## src/rtl/fifo_pkg.sv

```systemverilog
// Shared definitions for the synchronous FIFO, its burst reader and checkers.
package fifo_pkg;

    localparam int WIDTH     = 32;
    localparam int BIT_DEPTH = 4;
    localparam int DEPTH     = 2 ** BIT_DEPTH;

    typedef logic [WIDTH-1:0] word_t;

    typedef enum logic [1:0] {
        IDLE  = 2'd0,
        BURST = 2'd1,
        DRAIN = 2'd2
    } burst_state_e;

    // Size of a timeout flush burst. A pointer difference of zero on a
    // non-empty FIFO means the FIFO is completely full.
    function automatic int flush_len(input int level, input int depth, input int burst_len);
        int avail;
        avail = (level == 0) ? depth : level;
        return (avail < burst_len) ? avail : burst_len;
    endfunction

endpackage

```

## src/rtl/skid_buf2.sv

```systemverilog
// Two-entry valid/ready buffer carrying {data, last}. Upstream ready depends
// only on the registered occupancy, so downstream ready never reaches the
// upstream side combinationally. Output fields come straight from the head
// register and stay put while the head is not accepted.
module skid_buf2 #(
    parameter int WIDTH = fifo_pkg::WIDTH
) (
    input  logic             clk,
    input  logic             reset,
    input  logic             i_valid,
    output logic             o_ready,
    input  logic [WIDTH-1:0] i_data,
    input  logic             i_last,
    output logic             o_valid,
    input  logic             i_ready,
    output logic [WIDTH-1:0] o_data,
    output logic             o_last
);

    logic [WIDTH-1:0] r_head_data;
    logic             r_head_last;
    logic [WIDTH-1:0] r_tail_data;
    logic             r_tail_last;
    logic [1:0]       r_occ;

    logic             w_push;
    logic             w_pop;

    assign o_ready = (r_occ != 2'd2);
    assign o_valid = (r_occ != 2'd0);
    assign o_data  = r_head_data;
    assign o_last  = r_head_last;

    assign w_push  = i_valid && o_ready;
    assign w_pop   = o_valid && i_ready;

    // Head/tail storage update; occupancy tracks pushes minus pops.
    always_ff @(posedge clk) begin
        if (reset) begin
            r_head_data <= '0;
            r_head_last <= 1'b0;
            r_tail_data <= '0;
            r_tail_last <= 1'b0;
            r_occ       <= 2'd0;
        end else begin
            case ({w_push, w_pop})
                2'b10: begin
                    if (r_occ == 2'd0) begin
                        r_head_data <= i_data;
                        r_head_last <= i_last;
                    end else begin
                        r_tail_data <= i_data;
                        r_tail_last <= i_last;
                    end
                    r_occ <= r_occ + 2'd1;
                end
                2'b01: begin
                    if (r_occ == 2'd2) begin
                        r_head_data <= r_tail_data;
                        r_head_last <= r_tail_last;
                    end
                    r_occ <= r_occ - 2'd1;
                end
                2'b11: begin
                    // Only reachable at occupancy 1: replace the head in place.
                    r_head_data <= i_data;
                    r_head_last <= i_last;
                end
                default: begin
                end
            endcase
        end
    end

endmodule

```

## src/rtl/fifo_burst_reader.sv

```systemverilog
// Burst reader sitting behind the synchronous FIFO. Pops words in bursts of
// up to BURST_LEN beats, either as a full burst when the FIFO reports
// almost_full or as a short flush after TIMEOUT idle cycles, and presents
// them on a valid/ready stream framed by m_last.
// Stream handshake: a beat transfers on a rising clock edge where
// m_valid && m_ready; once m_valid is high, m_data/m_last hold until that
// transfer happens.
module fifo_burst_reader #(
    parameter int WIDTH     = fifo_pkg::WIDTH,
    parameter int BIT_DEPTH = fifo_pkg::BIT_DEPTH,
    parameter int BURST_LEN = 8,
    parameter int TIMEOUT   = 15
) (
    input  logic                 clk,
    input  logic                 reset,
    input  logic                 empty,
    input  logic                 almost_full,
    input  logic [WIDTH-1:0]     data_out,
    input  logic [BIT_DEPTH-1:0] wr_ptr,
    input  logic [BIT_DEPTH-1:0] rd_ptr,
    output logic                 pop,
    output logic                 m_valid,
    input  logic                 m_ready,
    output logic [WIDTH-1:0]     m_data,
    output logic                 m_last,
    output logic                 busy
);
    import fifo_pkg::*;

    localparam int DEPTH_N = 2 ** BIT_DEPTH;
    localparam int BLW     = $clog2(BURST_LEN + 1);
    localparam int WCW     = (TIMEOUT < 1) ? 1 : $clog2(TIMEOUT + 1);

    burst_state_e         r_state;
    logic [BLW-1:0]       r_beats_left;
    logic [WCW-1:0]       r_wait_cnt;

    logic [BIT_DEPTH-1:0] w_level;
    logic [BLW-1:0]       w_flush_len;
    logic                 w_skid_ready;
    logic                 w_pop;
    logic                 w_last_tag;
    logic                 w_last_xfer;

    assign w_level     = wr_ptr - rd_ptr;
    assign w_flush_len = BLW'(flush_len(int'({{(32-BIT_DEPTH){1'b0}}, w_level}), DEPTH_N, BURST_LEN));

    // Pop depends only on registered state and the FIFO empty flag.
    assign w_pop       = (r_state == BURST) && !empty && w_skid_ready && (r_beats_left != '0);
    assign w_last_tag  = (r_beats_left == BLW'(1));
    assign w_last_xfer = m_valid && m_ready && m_last;

    assign pop  = w_pop;
    assign busy = (r_state != IDLE);

    // Burst control: trigger selection, beat counting, and drain of the final beat.
    always_ff @(posedge clk) begin
        if (reset) begin
            r_state      <= IDLE;
            r_beats_left <= '0;
            r_wait_cnt   <= '0;
        end else begin
            case (r_state)
                IDLE: begin
                    if (almost_full) begin
                        r_beats_left <= BLW'(BURST_LEN);
                        r_wait_cnt   <= '0;
                        r_state      <= BURST;
                    end else if (!empty) begin
                        if (r_wait_cnt == WCW'(TIMEOUT)) begin
                            r_beats_left <= w_flush_len;
                            r_wait_cnt   <= '0;
                            r_state      <= BURST;
                        end else begin
                            r_wait_cnt <= r_wait_cnt + WCW'(1);
                        end
                    end else begin
                        r_wait_cnt <= '0;
                    end
                end
                BURST: begin
                    if (w_pop) begin
                        r_beats_left <= r_beats_left - BLW'(1);
                        if (w_last_tag) begin
                            r_state <= DRAIN;
                        end
                    end else if (r_beats_left == '0) begin
                        r_state <= DRAIN;
                    end
                end
                DRAIN: begin
                    if (w_last_xfer) begin
                        r_state <= IDLE;
                    end
                end
                default: begin
                    r_state <= IDLE;
                end
            endcase
        end
    end

    skid_buf2 #(
        .WIDTH (WIDTH)
    ) u_skid (
        .clk     (clk),
        .reset   (reset),
        .i_valid (w_pop),
        .o_ready (w_skid_ready),
        .i_data  (data_out),
        .i_last  (w_last_tag),
        .o_valid (m_valid),
        .i_ready (m_ready),
        .o_data  (m_data),
        .o_last  (m_last)
    );

    // The FIFO is never read while it reports empty.
    a_no_pop_empty: assert property (@(posedge clk) disable iff (reset)
        !(pop && empty));

    // A stalled beat keeps its payload until it is accepted.
    a_hold_stalled: assert property (@(posedge clk) disable iff (reset)
        (m_valid && !m_ready) |=> (m_valid && $stable(m_data) && $stable(m_last)));

    // The last beat only leaves while draining, and draining ends on it,
    // so each burst carries exactly one m_last.
    a_last_in_drain: assert property (@(posedge clk) disable iff (reset)
        (m_valid && m_ready && m_last) |-> (r_state == DRAIN));

endmodule

```

## config.mk

```make
export PLATFORM = sky130hd
export DESIGN_NAME = fifo_burst_reader
export DESIGN_NICKNAME = d
export VERILOG_FILES = /design/src/rtl/fifo_pkg.sv /design/src/rtl/skid_buf2.sv /design/src/rtl/fifo_burst_reader.sv
export SDC_FILE = /design/constraint.sdc
export NUM_CORES = 1
export LEC_CHECK = 0
export CAP_MARGIN = 25
export CORE_MARGIN = 2
export CORE_UTILIZATION = 45
export CTS_CLUSTER_DIAMETER = 100
export DETAILED_ROUTE_END_ITERATION = 10
export HOLD_SLACK_MARGIN = 0.15
export PLACE_DENSITY = 0.75
export SLEW_MARGIN = 20
export SYNTH_ARGS = -nofsm -noshare
export SYNTH_HDL_FRONTEND = slang
export SYNTH_SLANG_ARGS = --single-unit
```

## constraint.sdc

```tcl
create_clock -name clk -period 2.9 [get_ports clk]
set_clock_uncertainty 0.2 [all_clocks]
set_input_delay 0.725 -clock clk [delete_from_list [all_inputs] [get_ports clk]]
set_output_delay 0.725 -clock clk [all_outputs]
set_load 0.005 [all_outputs]
```

==> run_summary.xml <==
<?xml version="1.0" encoding="UTF-8"?>
<metrics>
  <group name="finish">
    <metric name="multi_input_comb_area" unit="mm²">0.00185</metric>
    <metric name="post-route-cell-area" unit="mm²">0.00487</metric>
    <metric name="finish.net_count" unit="">551</metric>
    <metric name="synthToLayoutAreaGrowth" unit="%">35.2</metric>
    <metric name="final-instance-count-excl-fill" unit="">602</metric>
    <metric name="fraction_of_final_layout_cells_sized_beyond_drive_strength_1" unit="%">10.6</metric>
    <metric name="filler_cell_count" unit="">663</metric>
    <metric name="antennaDiodeCount" unit="">0</metric>
    <metric name="seqCellArea" unit="mm²">0.00156</metric>
    <metric name="layout.cells.most_common_list" unit="">clkdlybuf4s50_1, dfxtp_1, nand2_1, a21oi_1</metric>
  </group>
  <group name="grt">
    <metric name="total_grt_usage" unit="%">19.7</metric>
    <metric name="via_count_of_the_first_global_routing_pass" unit="">3042</metric>
    <metric name="grt_overflow" unit="">0</metric>
    <metric name="antenna_found_initial" unit="">0</metric>
    <metric name="grt_first_pass_wirelength" unit="mm">13.9</metric>
    <metric name="maximum_number_of_pins_on_one_net_before_global_route_repair" unit="">57</metric>
  </group>
  <group name="yosys">
    <metric name="synth_largest_area_cell" unit="">dfxtp_1</metric>
    <metric name="postSynthNetCount" unit="">466</metric>
    <metric name="synth.avg_cell_area" unit="µm²">8.77</metric>
    <metric name="postSynth.topFlopCell" unit="">dfxtp_1</metric>
    <metric name="synth_edf_count" unit="">0</metric>
    <metric name="postSynthRegisterBits" unit="">78</metric>
    <metric name="synth-warning-count" unit="">0</metric>
    <metric name="synth_seq_area_share" unit="%">43.3</metric>
    <metric name="yosysTopAreaCellShare" unit="%">43.3</metric>
    <metric name="syn-instance-count" unit="">411</metric>
    <metric name="cell_area_synth" unit="mm²">0.00360</metric>
    <metric name="synth_top_cells_by_area" unit="">dfxtp_1, a21oi_1, mux2i_1</metric>
    <metric name="synthArstFlopShare" unit="%">0</metric>
    <metric name="synth.lib_cells_used.distinct" unit="">44</metric>
  </group>
  <group name="timing">
    <metric name="finalSetupViolCount" unit="">0</metric>
    <metric name="timing_worst_slew_pin_value" unit="ps">470</metric>
    <metric name="max_clock_freq" unit="MHz">350</metric>
    <metric name="timing_max_transition_violations_final" unit="">0</metric>
    <metric name="hold_viol" unit="">0</metric>
    <metric name="worst_slew_margin_rel" unit="%">68.7</metric>
    <metric name="fin_crit" unit="ps">2860</metric>
    <metric name="period_share" unit="%">98.5</metric>
    <metric name="fin_setup_tns" unit="ps">0</metric>
  </group>
  <group name="job">
    <metric name="maxCapViolations" unit="">0</metric>
  </group>
  <group name="critical_path">
    <metric name="timing.critical_path.from" unit="">empty</metric>
    <metric name="arrival_time_at_the_worst_endpoint" unit="ps">2890</metric>
    <metric name="critical_path.max_fanout" unit="">17</metric>
    <metric name="cp_top_family" unit="">buffers and inverters</metric>
    <metric name="critPathCaptureType" unit="">flip-flop</metric>
    <metric name="worst_path_largest_cell_delay" unit="ps">440</metric>
    <metric name="worst_flop_to_flop_path_endpoint" unit="">u_skid.o_data[22]</metric>
    <metric name="launching_element_type_of_the_critical_path" unit="">primary input</metric>
    <metric name="regToRegSetupSlack" unit="ps">100</metric>
    <metric name="reg2regPathDepth" unit="">11</metric>
    <metric name="required" unit="ps">2940</metric>
    <metric name="reg2reg_from" unit="">r_beats_left[0]</metric>
    <metric name="path_buf_inv" unit="">4</metric>
    <metric name="max_stage_delay_cell_worst_path" unit="">clkdlybuf4s50_1</metric>
    <metric name="timing.critical_path.cells" unit="">clkdlybuf4s50_1 &gt; a2111o_1 &gt; buf_4 &gt; ha_2 &gt; mux2_2 &gt; o22ai_4 &gt; buf_6 &gt; buf_12 &gt; a21oi_1 &gt; a311oi_1</metric>
    <metric name="crit_type" unit="">primary input to flip-flop</metric>
  </group>
  <group name="min_path">
    <metric name="timing.hold.worst_endpoint" unit="">u_skid.r_tail_data[0]</metric>
    <metric name="holdCritStartpoint" unit="">u_skid.r_tail_data[0]</metric>
    <metric name="min_delay_path_depth" unit="">2</metric>
    <metric name="hp-class" unit="">flip-flop to flip-flop</metric>
  </group>
  <group name="clocking">
    <metric name="cts-htree-levels" unit="">3</metric>
    <metric name="tritoncts_num_sinks" unit="">78</metric>
    <metric name="cts.path.max_buffers" unit="">2</metric>
    <metric name="clk_pin_slew" unit="ps">80</metric>
    <metric name="clock_latency_late_sink" unit="ps">340</metric>
    <metric name="cts_made_buffers" unit="">9</metric>
    <metric name="cts.hold.buffers_added" unit="">0</metric>
    <metric name="clock-root-buffer" unit="">clkbuf_8</metric>
    <metric name="cts_tree" unit="">done</metric>
  </group>
  <group name="floorplanning">
    <metric name="full_die_area" unit="mm²">0.00874</metric>
    <metric name="die-height" unit="µm">93.5</metric>
    <metric name="floorplan.rows" unit="">32</metric>
    <metric name="coreArea" unit="mm²">0.00773</metric>
    <metric name="ioPinCount" unit="">81</metric>
    <metric name="die_w" unit="µm">93.5</metric>
    <metric name="initial_core_util" unit="%">46.6</metric>
  </group>
  <group name="placement">
    <metric name="placedInstanceArea" unit="mm²">0.00462</metric>
    <metric name="post-dp-hpwl" unit="mm">5.83</metric>
    <metric name="numPlacedInstances" unit="">582</metric>
    <metric name="port_buffers" unit="">80</metric>
    <metric name="global_placer_s_final_weighted_congestion" unit="">0.749</metric>
  </group>
  <group name="routing">
    <metric name="detail_route.first_pass.iterations" unit="">4</metric>
    <metric name="wl_per_cell" unit="µm">14.3</metric>
    <metric name="drt-met1-wl" unit="mm">3.80</metric>
    <metric name="drt.antenna.violating_nets" unit="">0</metric>
    <metric name="drt-total-wl" unit="mm">8.62</metric>
    <metric name="drt_drc_violations_left" unit="">0</metric>
    <metric name="met3RoutedLength" unit="µm">456</metric>
    <metric name="dr_wl_met2" unit="mm">4.24</metric>
    <metric name="vias_per_cell" unit="">5.44</metric>
    <metric name="detail_route.iter0.violations" unit="">109</metric>
    <metric name="maxUsedRoutingLayer" unit="">met4</metric>
    <metric name="detailroute.via_count" unit="">3272</metric>
  </group>
  <group name="outcome">
    <metric name="run_status" unit="">finished, final reports clean</metric>
  </group>
  <group name="power_and_ir_drop">
    <metric name="ir_worst_vdd" unit="V">0.000231</metric>
    <metric name="p_per_area" unit="mW/mm²">609</metric>
    <metric name="p_leak" unit="nW">1.69</metric>
  </group>
</metrics>
==> cell type report <==
class	count	share of cell area [%]
multi-input combinational	286	38.0
timing repair buffer	109	22.7
clock inverter	6	1.26
sequential	78	32.0
clock buffer	9	2.54
inverter	12	0.924
tap	102	2.62
==> cells by family (layout without fill, tap and decap cells) <==
family                   Yosys count  in the layout  share of synthesized area (%)
AO/OA/AOI/OAI                    122            122                           21.8
AND/OR/NAND/NOR                  115            115                           14.7
flip-flops                        78             78                           43.3
buffers and inverters             47            136                           5.80
multiplexers                      34             34                           9.48
adder cells (fa/ha/maj)           10             10                           3.68
XOR/XNOR                           5              5                           1.22
==> Yosys cell counts (2+ instances only) <==
cell type   n
xnor2_1     3
and3_1      2
nand3b_1    5
nand4_1     2
o21ai_0     5
a22oi_1     2
inv_1      11
a21oi_1    72
nor3_1     10
a311oi_1   34
nor2b_1     2
nor4_1      2
nand2b_1    2
xor2_1      2
nand2_1    72
nand4b_1    2
and2_1      2
dfxtp_1    78
buf_6       2
nor2_1      6
mux2i_1    33
or3_1       3
buf_1       3
clkbuf_1   18
ha_1        9
buf_2      11
==> tightest hold or removal path: stages (launching register included) <==
cell and delay [ps]:
dfxtp_1 320, nand2_1 50, a21oi_1 50
==> registers in the layout (all words and copies together) (netlist names) <==
signal	cells
u_skid.o_last	1
r_state	2
u_skid.o_data	32
r_wait_cnt	4
r_beats_left	4
u_skid.r_tail_data	32
u_skid.r_occ	2
u_skid.r_tail_last	1
==> worst max-delay path by stage <==
stage | slack (ps) | end | cells after the start
after floorplan | 30 | u_skid.o_data[24] | 10
after global placement | -200 | u_skid.o_data[5] | 8
after detailed placement | -260 | u_skid.o_data[21] | 8
after CTS | 30 | u_skid.o_data[21] | 9
after global routing | -30 | u_skid.o_data[22] | 10
final | 40 | u_skid.o_data[22] | 10
==> routing by layer <==
| metal | vias to the layer above | track usage (%) |
|---|---|---|
| met3 | 11 | 3.63 |
| li1 | 1651 | - |
| met1 | 1530 | 24.8 |
| met4 | 0 | 8.58 |
| met2 | 80 | 32.8 |
| met5 | - | 0 |
==> repair_timing <==
action / CTS / global route
setup endpoints to repair: 1 / 34
resized for setup: 1 / 4
pin swaps: 2 / 11
cloned: 0 / 1
setup buffers: 1 / 3
hold endpoints to repair: 0 / 0
==> stage by stage <==
step           setup slack, ps  power [mW]  util [%]  hold slack [ps]
2_1_floorplan             32.1        1.76         -              236
3_3_place_gp              -205        2.16      59.7              241
3_5_place_dp              -259        2.19      59.7              246
4_1_cts                   26.3        2.98      62.2              257
5_1_grt                  -32.8        3.13      63.1              275
6_report                  44.4        2.97      63.1              258
==> power by group <==
| group | internal (mW) | switching, mW | leakage, nW |
|---|---|---|---|
| logic | 0.507 | 0.398 | 0.960 |
| clock network | 0.391 | 0.394 | 0.0953 |
| registers | 1.19 | 0.0820 | 0.633 |
| total | 2.09 | 0.874 | 1.69 |
Note: power is estimated with default switching activity, not from simulation.
==> patch: new RTL, same flow settings <==
Change the parameter `BURST_LEN` from 8 to 4.
--- a/src/rtl/fifo_burst_reader.sv
+++ b/src/rtl/fifo_burst_reader.sv
@@ -8,7 +8,7 @@
 module fifo_burst_reader #(
     parameter int WIDTH     = fifo_pkg::WIDTH,
     parameter int BIT_DEPTH = fifo_pkg::BIT_DEPTH,
-    parameter int BURST_LEN = 8,
+    parameter int BURST_LEN = 4,
     parameter int TIMEOUT   = 15
 ) (
     input  logic                 clk,
Behaviour: not the same (a bounded check fails within 10 cycles, from zero or initial values and one cycle with reset high).
==> patch against the unedited design <==
Worst setup slack got worse by 0.014 ns. Cell area rose by 2.1%. Core utilization rose by 5.6 points. Die area fell by 5.8%. Sequential cell count fell by 1. Synthesized cell count fell by 3.9%. Synthesized area fell by 6.0%. Routed wire length rose by 5.8%. Fmax fell by 0.49%. Power rose by 4.4%.
==> patch: results (changes against the unedited design) <==
hold_path:
  holdPathEnd: "u_skid.r_tail_data[3]$_SDFFE_PP0N_"
synth:
  syn-instance-count: 395  # -3.9%
  ys_top_cells_by_area: "dfxtp_1, mux2i_1, a211oi_1"
  ys_types: 37  # -16%
  synth_commonest_cells: "dfxtp_1, nand2_1, nor2_1"
  syn_nets: 451  # -3.2%
global_route:
  grt_pass1_wl_mm: 14.14  # +1.9%
  grt_usage_pct: 21.39  # +1.7 points
  grt_pass1_vias: 2998  # -1.4%
  grt_max_degree: 34  # -40%
setup_path:
  path_delay_family: "simple AND/OR/NAND/NOR gates"
  reg2reg_depth: 14  # +3
  r2r_setup_slack_ns: 0.03  # -0.07 ns
  slowest_stage: "or4b_4"
  slowest_delay_ns: 0.49  # +0.05 ns
  path_max_fanout: 6  # -11
  critPathKind: "flip-flop to flip-flop"
pwr:
  peakVddDrop_mv: 0.2842  # +23%
  pg_comb_uw: 1040  # +15%
  powerClk_uw: 808  # +2.9%
  p_int_uw: 2183  # +4.4%
final_layout:
  fillerInstances: 549  # -17%
  drive_above_1_share_pct: 17.10  # +6.5 points
  nets: 548  # -0.54%
route:
  vias: 3143  # -3.9%
  drtIter0Drc: 82  # -25%
  routed_via_density: 5.273  # -3.0%
run_status:
  status: "finished clean"
sta:
  worst_slack_ns: 0.03025  # -0.01412 ns
## patch: cell count changes in the layout (fill, tap and decap cells not counted), moves of 3 or more
cell / unedited run / this run
buf_16: 0 / 3
nor3_1: 10 / 2
nor2_1: 6 / 43
a311oi_1: 33 / 0
a211oi_2: 0 / 14
clkdlybuf4s50_1: 78 / 75
a211oi_1: 0 / 20
clkbuf_1: 0 / 3
nand2_1: 72 / 68
dfxtp_1: 78 / 75
a21oi_1: 72 / 43
## patch: area by class of cell
class | instances | area, sq um | area share, %
clock buffers | 13 | 148.9 | 2.992
clock inverters | 3 | 43.79 | 0.8801
inverters | 12 | 45.04 | 0.9052
multi-input cells | 277 | 1827 | 36.71
flip-flops and latches | 77 | 1544 | 31.03
well taps | 99 | 123.9 | 2.489
repair buffers | 115 | 1244 | 24.99
## patch: repair_timing
| item | 4_1_cts | 5_1_grt |
|---|---|---|
| gates resized for setup | 15 | 32 |
| endpoints found under the setup margin | 34 | 35 |
| setup buffers | 5 | 4 |
| pin swaps | 3 | 19 |
| hold endpoints to repair | 0 | 0 |
| gates cloned | 3 | 2 |
## patch: kinds of logic after synthesis
logic type | Yosys count | share of synthesized area (%)
fa+ha+maj | 11 | 4.287
buf+inv | 41 | 4.693
compound gates | 92 | 16.96
simple gates | 136 | 17.41
flops | 77 | 45.53
mux | 34 | 10.09
xor+xnor | 4 | 1.035
## patch: layer usage
layer / part of all wire (%) / global-route usage, % / vias up
met1: 42 / 25.36 / 1482
met2: 51 / 37.38 / 98
met5: 0 / 0 / -
met3: 4.8 / 4.174 / 13
met4: 2.1 / 9.359 / 0
li1: - / - / 1550
